$ cat config.mk
export PLATFORM = sky130hd
export DESIGN_NAME = resolve_noite
export DESIGN_NICKNAME = d
export VERILOG_FILES = /design/src/rtl/resolve_noite.sv
export SDC_FILE = /design/constraint.sdc
export NUM_CORES = 1
export LEC_CHECK = 0
export ABC_AREA = 1
export BUFFER_PORTS_ARGS = -buffer_cell sky130_fd_sc_hd__buf_4
export CAP_MARGIN = 20
export CORE_ASPECT_RATIO = 1.75
export CORE_UTILIZATION = 55
export DETAILED_ROUTE_END_ITERATION = 12
export HOLD_SLACK_MARGIN = 0.03
export PLACE_DENSITY = 0.81
export SYNTH_ARGS = -nofsm -noshare
export SYNTH_HDL_FRONTEND = slang
export SYNTH_SLANG_ARGS = --single-unit
$ cat constraint.sdc
create_clock -name clock -period 5.29 [get_ports clock]
set_input_delay 0.529 -clock clock [delete_from_list [all_inputs] [get_ports clock]]
set_output_delay 0.529 -clock clock [all_outputs]
set_load 0.01 [all_outputs]
$ cat src/rtl/resolve_noite.sv
// Night-action resolver: records wolf/doctor choices, resolves the kill, owns the alive mask.
// Optional feature: define BLOQUEIA_REPETE_MEDICO_EN to forbid protecting the same player twice.
module resolve_noite #(
    parameter int unsigned N_JOG = 5,
    parameter int unsigned W_JOG = 3
) (
    input  logic             clock,
    input  logic             reset,
    input  logic             novo_jogo_i,
    input  logic             inicia_noite_i,
    input  logic [W_JOG-1:0] jogador_i,
    input  logic [1:0]       classe_i,
    input  logic [W_JOG-1:0] alvo_i,
    input  logic             confirma_i,
    input  logic             fim_noite_i,
    output logic [N_JOG-1:0] vivos_o,
    output logic [W_JOG-1:0] morto_o,
    output logic             houve_morte_o,
    output logic             resultado_valido_o,
    output logic [2:0]       count_vivos_o,
    output logic             lobos_vencem_o,
    output logic             erro_alvo_o,
    output logic             pronto_o,
    output logic [2:0]       db_estado_o
);

    localparam int unsigned    NIdx    = 2 ** W_JOG;
    localparam logic [W_JOG-1:0] Ninguem = '1;
    localparam logic [W_JOG-1:0] NJogW   = W_JOG'(N_JOG);
    localparam logic [1:0]     ClVila  = 2'b00;
    localparam logic [1:0]     ClLobo  = 2'b01;
    localparam logic [1:0]     ClErro  = 2'b11;

    typedef enum logic [2:0] {
        StOcioso    = 3'd0,
        StColeta    = 3'd1,
        StResolve   = 3'd2,
        StResultado = 3'd3
    } estado_e;

    estado_e          state_q, state_d;
    logic [N_JOG-1:0] vivos_q, vivos_d;
    logic [W_JOG-1:0] morto_q, morto_d;
    logic             houve_morte_q, houve_morte_d;
    logic             erro_alvo_q, erro_alvo_d;
    logic [W_JOG-1:0] alvo_lobo_q, alvo_lobo_d;
    logic             lobo_ok_q, lobo_ok_d;
    logic [W_JOG-1:0] alvo_medico_q, alvo_medico_d;
    logic             medico_ok_q, medico_ok_d;
`ifdef BLOQUEIA_REPETE_MEDICO_EN
    logic [W_JOG-1:0] ult_prot_q, ult_prot_d;
`endif

    logic [NIdx-1:0] vivos_ext;
    logic            kill;

    always_comb begin
        // Zero-extended mask so out-of-range indices read as dead instead of X
        vivos_ext              = '0;
        vivos_ext[N_JOG-1:0]   = vivos_q;
        kill = lobo_ok_q && !(medico_ok_q && (alvo_medico_q == alvo_lobo_q));

        state_d       = state_q;
        vivos_d       = vivos_q;
        morto_d       = morto_q;
        houve_morte_d = houve_morte_q;
        erro_alvo_d   = 1'b0;
        alvo_lobo_d   = alvo_lobo_q;
        lobo_ok_d     = lobo_ok_q;
        alvo_medico_d = alvo_medico_q;
        medico_ok_d   = medico_ok_q;
`ifdef BLOQUEIA_REPETE_MEDICO_EN
        ult_prot_d    = ult_prot_q;
`endif

        if (novo_jogo_i) begin
            state_d       = StOcioso;
            vivos_d       = '1;
            morto_d       = Ninguem;
            houve_morte_d = 1'b0;
            alvo_lobo_d   = Ninguem;
            lobo_ok_d     = 1'b0;
            alvo_medico_d = Ninguem;
            medico_ok_d   = 1'b0;
`ifdef BLOQUEIA_REPETE_MEDICO_EN
            ult_prot_d    = Ninguem;
`endif
        end else begin
            case (state_q)
                StOcioso, StResultado: begin
                    if (inicia_noite_i) begin
                        state_d     = StColeta;
                        lobo_ok_d   = 1'b0;
                        medico_ok_d = 1'b0;
                    end
                end
                StColeta: begin
                    if (confirma_i) begin
                        if (jogador_i >= NJogW || classe_i == ClErro) begin
                            erro_alvo_d = 1'b1;
                        end else if (!vivos_ext[jogador_i] || classe_i == ClVila) begin
                            // Dead players and villagers pass their turn silently
                        end else if (alvo_i >= NJogW || !vivos_ext[alvo_i]) begin
                            erro_alvo_d = 1'b1;
                        end else if (classe_i == ClLobo) begin
                            if (alvo_i == jogador_i) begin
                                erro_alvo_d = 1'b1;
                            end else begin
                                alvo_lobo_d = alvo_i;
                                lobo_ok_d   = 1'b1;
                            end
                        end else begin
`ifdef BLOQUEIA_REPETE_MEDICO_EN
                            if (alvo_i == ult_prot_q) begin
                                erro_alvo_d = 1'b1;
                            end else begin
                                alvo_medico_d = alvo_i;
                                medico_ok_d   = 1'b1;
                            end
`else
                            alvo_medico_d = alvo_i;
                            medico_ok_d   = 1'b1;
`endif
                        end
                    end
                    if (fim_noite_i) begin
                        state_d = StResolve;
                    end
                end
                StResolve: begin
                    state_d = StResultado;
                    if (kill) begin
                        vivos_d[alvo_lobo_q] = 1'b0;
                        morto_d              = alvo_lobo_q;
                        houve_morte_d        = 1'b1;
                    end else begin
                        morto_d       = Ninguem;
                        houve_morte_d = 1'b0;
                    end
`ifdef BLOQUEIA_REPETE_MEDICO_EN
                    if (medico_ok_q) begin
                        ult_prot_d = alvo_medico_q;
                    end
`endif
                end
                default: state_d = StOcioso;
            endcase
        end
    end

    always_ff @(posedge clock or posedge reset) begin
        if (reset) begin
            state_q       <= StOcioso;
            vivos_q       <= '1;
            morto_q       <= Ninguem;
            houve_morte_q <= 1'b0;
            erro_alvo_q   <= 1'b0;
            alvo_lobo_q   <= Ninguem;
            lobo_ok_q     <= 1'b0;
            alvo_medico_q <= Ninguem;
            medico_ok_q   <= 1'b0;
`ifdef BLOQUEIA_REPETE_MEDICO_EN
            ult_prot_q    <= Ninguem;
`endif
        end else begin
            state_q       <= state_d;
            vivos_q       <= vivos_d;
            morto_q       <= morto_d;
            houve_morte_q <= houve_morte_d;
            erro_alvo_q   <= erro_alvo_d;
            alvo_lobo_q   <= alvo_lobo_d;
            lobo_ok_q     <= lobo_ok_d;
            alvo_medico_q <= alvo_medico_d;
            medico_ok_q   <= medico_ok_d;
`ifdef BLOQUEIA_REPETE_MEDICO_EN
            ult_prot_q    <= ult_prot_d;
`endif
        end
    end

    always_comb begin
        count_vivos_o = '0;
        for (int i = 0; i < int'(N_JOG); i++) begin
            count_vivos_o = count_vivos_o + 3'(vivos_q[i]);
        end
    end

    assign lobos_vencem_o     = (count_vivos_o <= 3'd2);
    assign vivos_o            = vivos_q;
    assign morto_o            = morto_q;
    assign houve_morte_o      = houve_morte_q;
    assign erro_alvo_o        = erro_alvo_q;
    assign resultado_valido_o = (state_q == StResultado);
    assign pronto_o           = (state_q == StOcioso) || (state_q == StResultado);
    assign db_estado_o        = state_q;

endmodule

==> impl_metrics.yaml, run 1 <==
synth:
  ys_ff_latch: 20
  synth.distinct_cells: 31
  ys_seq_area_share_pct: 36.5
  syn_area_per_cell_um2: 7.28
  syn_inst: 195
  synth_compound_area_share_pct: 11.4
  syn_nets: 216
  synth-simple-area-share_pct: 33.1
  synth-adder-area-share_pct: 7.23
  synth_top_family_by_area: "simple AND/OR/NAND/NOR gates"
  synthMuxAreaShare_pct: 0
  synth-xor-area-share_pct: 0.617
  ys_warn_count: 0
  synthesis.area_um2: 1420
timing:
  setup_viol: 0
  finalCritPeriodShare_pct: 58.1
  slew-limit-headroom_pct: 48.7
  tightest_slew_ns: 0.769
  fin_tns_setup_ns: 0
  post-route-min-period_ns: 3.07
  finClkSkew_ns: 0.00337
  rsz0062_at_grt: "no"
  finalWorstSetupSlack_ns: 2.22
  fmax_mhz: 326
  hold_viol: 0
  slew_viol_final: 0
placement:
  place_area_um2: 1660
  dpl.cell_count: 249
  gp_congestion: 0.869
  dp_hpwl_um: 2580
  dp_slack_ns: 2.51
  port-buffer-count: 31
cts:
  clock_path_buffers: 2
  cts_hold_buf: 0
  cts_made_buffers: 3
  clk_latency_ns: 0.27
  cts-root-buf: "clkbuf_8"
  cts_tree: "done"
  clock-sinks: 20
  ctsResizeCount: 0
  htree_levels: 1
  cts_setup_buffers: 0
  cts.clk_slew.worst_paths_ns: 0.08
critical_path:
  r2r_slack_ns: 3.80
  max_stage_delay_ns: 0.59
  path_class: "reg2out"
  endpoint: "lobos_vencem_o"
  cp_top_family: "adder cells"
  cp-start-kind: "register"
  rr_worst_depth: 8
  cpMostUsedCell: "fa_1"
  cp_slowest_cell: "dfstp_2"
  r2r-start: "vivos_o[4]"
  cp_data_arrival_time_ns: 2.54
  path_max_fanout: 5
  r2r_end: "alvo_medico_q[1]"
  required_ns: 4.76
  cp.buffers_inverters: 2
  cp-startpoint: "vivos_o[1]"
  path_cells: "fa_1, fa_1, ha_1, inv_1, nor3_1, or2_2, buf_4"
  worst-path-stages: 7
  end_kind: "primary output"
routing:
  ant_nets: 0
  wl_per_cell_um: 12.9
  drc: 0
  vias_per_cell: 5.26
  first_pass_iters: 4
  vias: 1331
  drtIter0Drc: 34
  wl_um: 3260
cells_and_area:
  final_cell_mix: "60 x nand2_1, 31 x buf_4, 30 x inv_1"
  fin_area_um2: 1730
  fin_nets: 249
  antennaDiodeCount: 0
  area_delta_synth_final_pct: 21.9
  drive_above_1_share_pct: 28.2
  layout_commonest_cell: "nand2_1"
  layoutNonFillerInstCount: 253
die:
  core_um2: 2460
  rows: 24
  die_x_um: 40.4
  start_util_pct: 57.6
  dieArea_um2: 2790
  fp.dieH_um: 69.2
  pin_count: 33
power:
  p_clk_share_pct: 27.9
  power_density_nw_per_um2: 327
  p_leak_nw: 0.936
  p_switching_uw: 198
  combPwrFrac_pct: 34.1
  peakVddDrop_uv: 263
  seqPwrFrac_pct: 37.9
  netSwitchingFraction_pct: 35.0
  internal_power_uw: 368
global_route:
  grt_antenna_before_repair: 0
  grt_use_total_pct: 26.5
  grt_pass1_vias: 1330
  grt_max_degree: 21
  globalRouteOverflowTotal: 0
  grt_pass1_wl_um: 5290
min_path:
  hp-class: "in2async"
outcome:
  outcome: "completed"
run:
  drv_cap: 0
## registers in the layout, summed over array words and instances, names as in the netlist
signal and flops:
erro_alvo_o 1, lobo_ok_q 1, morto_o 3, vivos_o 5, alvo_lobo_q 3, medico_ok_q 1
db_estado_o 2, houve_morte_o 1, alvo_medico_q 3
## cells in the mapped netlist
master,n,share of area (%)
nand2_1,60,16
inv_1,30,7.9
nand3_1,17,6.0
dfstp_2,14,26
nor2_1,12,3.2
o21ai_0,9,3.2
nand4_1,7,3.1
dfrtp_1,6,11
a21oi_1,5,1.8
ha_1,5,4.4
nand2_2,4,1.8
inv_2,3,0.79
fa_1,2,2.8
nor3_1,2,0.71
o211ai_1,2,1.1
o31ai_1,2,1.1
a21oi_4,1,1.1
buf_2,1,0.35
buf_4,1,0.53
clkbuf_8,1,0.97
clkinv_2,1,0.35
conb_1,1,0.26
nand3_2,1,0.71
nand4_2,1,0.88
o211ai_2,1,0.88
o21a_1,1,0.53
o21ai_2,1,0.62
o21ai_4,1,1.1
or2_0,1,0.44
or2_2,1,0.44
xnor2_1,1,0.62
## logic make-up (layout without fill, tap and decap cells)
logic type,after synthesis,count (layout)
simple gates,106,106
buf+inv,37,69
compound gates,23,23
flops,20,20
fa+ha+maj,7,7
other cells,1,1
xor+xnor,1,1
## layer usage
metal	up-vias	routed length (um)	part of all wire (%)	global-route usage, %
li1	679	-	-	-
met1	616	1180	36	24.9
met2	29	1920	59	49.6
met3	7	90	2.8	2.24
met4	0	75	2.3	12.6
met5	-	0	0	0
## power groups by stage
stage	Sequential [mW]	Combinational, mW	Clock, mW
final	0.215	0.193	0.158
after global routing	0.218	0.220	0.163
after CTS	0.214	0.195	0.159
after detailed placement	0.216	0.194	0
after global placement	0.215	0.187	0
after floorplan	0.211	0.132	0
## per-stage QoR
step	hold slack [ns]	power, mW	util [%]
CTS	0.425	0.568	70.2
finish	0.396	0.566	70.2
detailed placement	0.472	0.410	67.3
global route	0.474	0.602	70.2
floorplan	0.448	0.343	-
global placement	0.460	0.402	67.3
## worst min-delay path by stage
| stage | start | slack (ns) | endpoint | cells after the start |
|---|---|---|---|---|
| after global routing | reset | 0.47 | db_estado_o[1] | 2 |
| final | reset | 0.40 | db_estado_o[1] | 2 |
| after global placement | alvo_medico_q[1] | 0.46 | alvo_medico_q[1] | 2 |
| after floorplan | alvo_medico_q[1] | 0.45 | alvo_medico_q[1] | 2 |
| after CTS | reset | 0.43 | db_estado_o[0] | 2 |
| after detailed placement | alvo_medico_q[1] | 0.47 | alvo_medico_q[1] | 2 |
## final cells by class
type | count | area [um^2]
multi-input combinational | 138 | 746
tap | 26 | 32.5
clock inverter | 1 | 30.0
timing repair buffer | 31 | 233
inverter | 34 | 129
sequential | 20 | 518
fill | 217 | 733
clock buffer | 3 | 41.3
(Power assumes the default switching activity.)
==> run 2: changes to the inputs <==
- CORE_UTILIZATION: 55 -> 53
- PLACE_DENSITY: 0.81 -> 0.79
- clock period: 5.29 -> 2.98 ns (I/O delays scaled with it)
==> impl_metrics.yaml, run 2 (synthesis results as in run 1) <==
placement:
  gp_congestion: 0.858
  port-buffer-count: 31
  dpl.cell_count: 249
  dp_slack_ns: 0.454
  dp_hpwl_um: 2540
  place_area_um2: 1660
cts:
  cts_hold_buf: 0
  cts-root-buf: "clkbuf_8"
  cts.clk_slew.worst_paths_ns: 0.07
  clock_path_buffers: 2
  cts_setup_buffers: 0
  ctsResizeCount: 0
  clock-sinks: 20
  cts_made_buffers: 3
  cts_tree: "done"
  htree_levels: 1
  clk_latency_ns: 0.26
die:
  core_um2: 2520
  rows: 24
  dieArea_um2: 2900
  start_util_pct: 56.3
  pin_count: 33
  fp.dieH_um: 70.4
  die_x_um: 41.1
critical_path:
  endpoint: "lobos_vencem_o"
  required_ns: 2.68
  cp_data_arrival_time_ns: 2.50
  max_stage_delay_ns: 0.58
  path_max_fanout: 5
  cp-startpoint: "vivos_o[1]"
  rr_worst_depth: 9
  r2r-start: "vivos_o[2]"
  cp_slowest_cell: "dfstp_2"
  r2r_slack_ns: 1.51
  end_kind: "primary output"
  cpMostUsedCell: "fa_1"
  cp-start-kind: "register"
  path_cells: "fa_1, fa_1, ha_1, inv_1, nor3_1, or2_2, buf_4"
  r2r_end: "alvo_lobo_q[1]"
  path_class: "reg2out"
global_route:
  grt_max_degree: 21
  grt_pass1_vias: 1302
  grt_antenna_before_repair: 0
  grt_pass1_wl_um: 5060
  globalRouteOverflowTotal: 0
  grt_use_total_pct: 24.0
routing:
  drtIter0Drc: 27
  first_pass_iters: 4
  vias_per_cell: 5.25
  wl_um: 3060
  vias: 1329
  ant_nets: 0
  drc: 0
  wl_per_cell_um: 12.1
cells_and_area:
  drive_above_1_share_pct: 28.2
  antennaDiodeCount: 0
  fin_area_um2: 1710
  layout_commonest_cell: "nand2_1"
  layoutNonFillerInstCount: 253
  area_delta_synth_final_pct: 20.7
  largest_reg_flops: 5
  final_cell_mix: "60 x nand2_1, 31 x buf_4, 30 x inv_1"
  fin_nets: 249
timing:
  finalCritPeriodShare_pct: 93.9
  tightest_slew_ns: 0.727
  post-route-min-period_ns: 2.80
  fmax_mhz: 357
  slew-limit-headroom_pct: 51.5
  slew_viol_final: 0
  setup_viol: 0
  rsz0062_at_grt: "no"
  finClkSkew_ns: 0.00149
  finalWorstSetupSlack_ns: 0.183
  hold_viol: 0
  fin_tns_setup_ns: 0
run:
  drv_cap: 0
power:
  p_leak_nw: 0.929
  power_density_nw_per_um2: 541
  peakVddDrop_uv: 510
  totalPowerFinal_uw: 926
outcome:
  outcome: "completed"
min_path:
  hp-class: "in2async"
==> run 2: worst max-delay path: cells and delay by family (launching register included) <==
| kind | cells | cell delay, ns |
|---|---|---|
| simple gates | 2 | 0.30 |
| flops | 1 | 0.58 |
| fa+ha+maj | 3 | 1.16 |
| buf+inv | 2 | 0.20 |
==> run 2: metrics by stage <==
stage,hold slack (ns),utilization [%]
finish,0.160,67.9
CTS,0.197,67.9
floorplan,0.251,-
global placement,0.451,65.7
detailed placement,0.466,65.7
global route,0.223,67.9
==> run 2: power by group <==
part           internal (mW)  switching, mW
Clock                  0.118         0.0885
Sequential             0.332         0.0482
Combinational          0.141          0.199
Total                  0.590          0.336
==> run 2: how the worst min path moves through the flow <==
stage / endpoint / slack (ns) / depth (start not counted)
final: db_estado_o[0] / 0.16 / 2
after global routing: db_estado_o[0] / 0.22 / 2
after CTS: lobo_ok_q / 0.20 / 2
after detailed placement: db_estado_o[0] / 0.47 / 2
after global placement: db_estado_o[1] / 0.45 / 2
after floorplan: db_estado_o[0] / 0.25 / 1
==> run 2: cell type report <==
cell class	count	area, um^2
clock buffers	4	55.1
repair buffers	31	233
multi-input cells	138	746
flip-flops and latches	20	518
well taps	26	32.5
fillers	222	810
inverters	34	129
==> run 2: per-layer routing <==
metal / up-vias / wire length, um / track usage [%]
met5: - / 0 / 0
met4: 0 / 44 / 6.81
met3: 6 / 85 / 0.952
met2: 26 / 1800 / 45.7
met1: 618 / 1130 / 25.1
li1: 679 / - / -
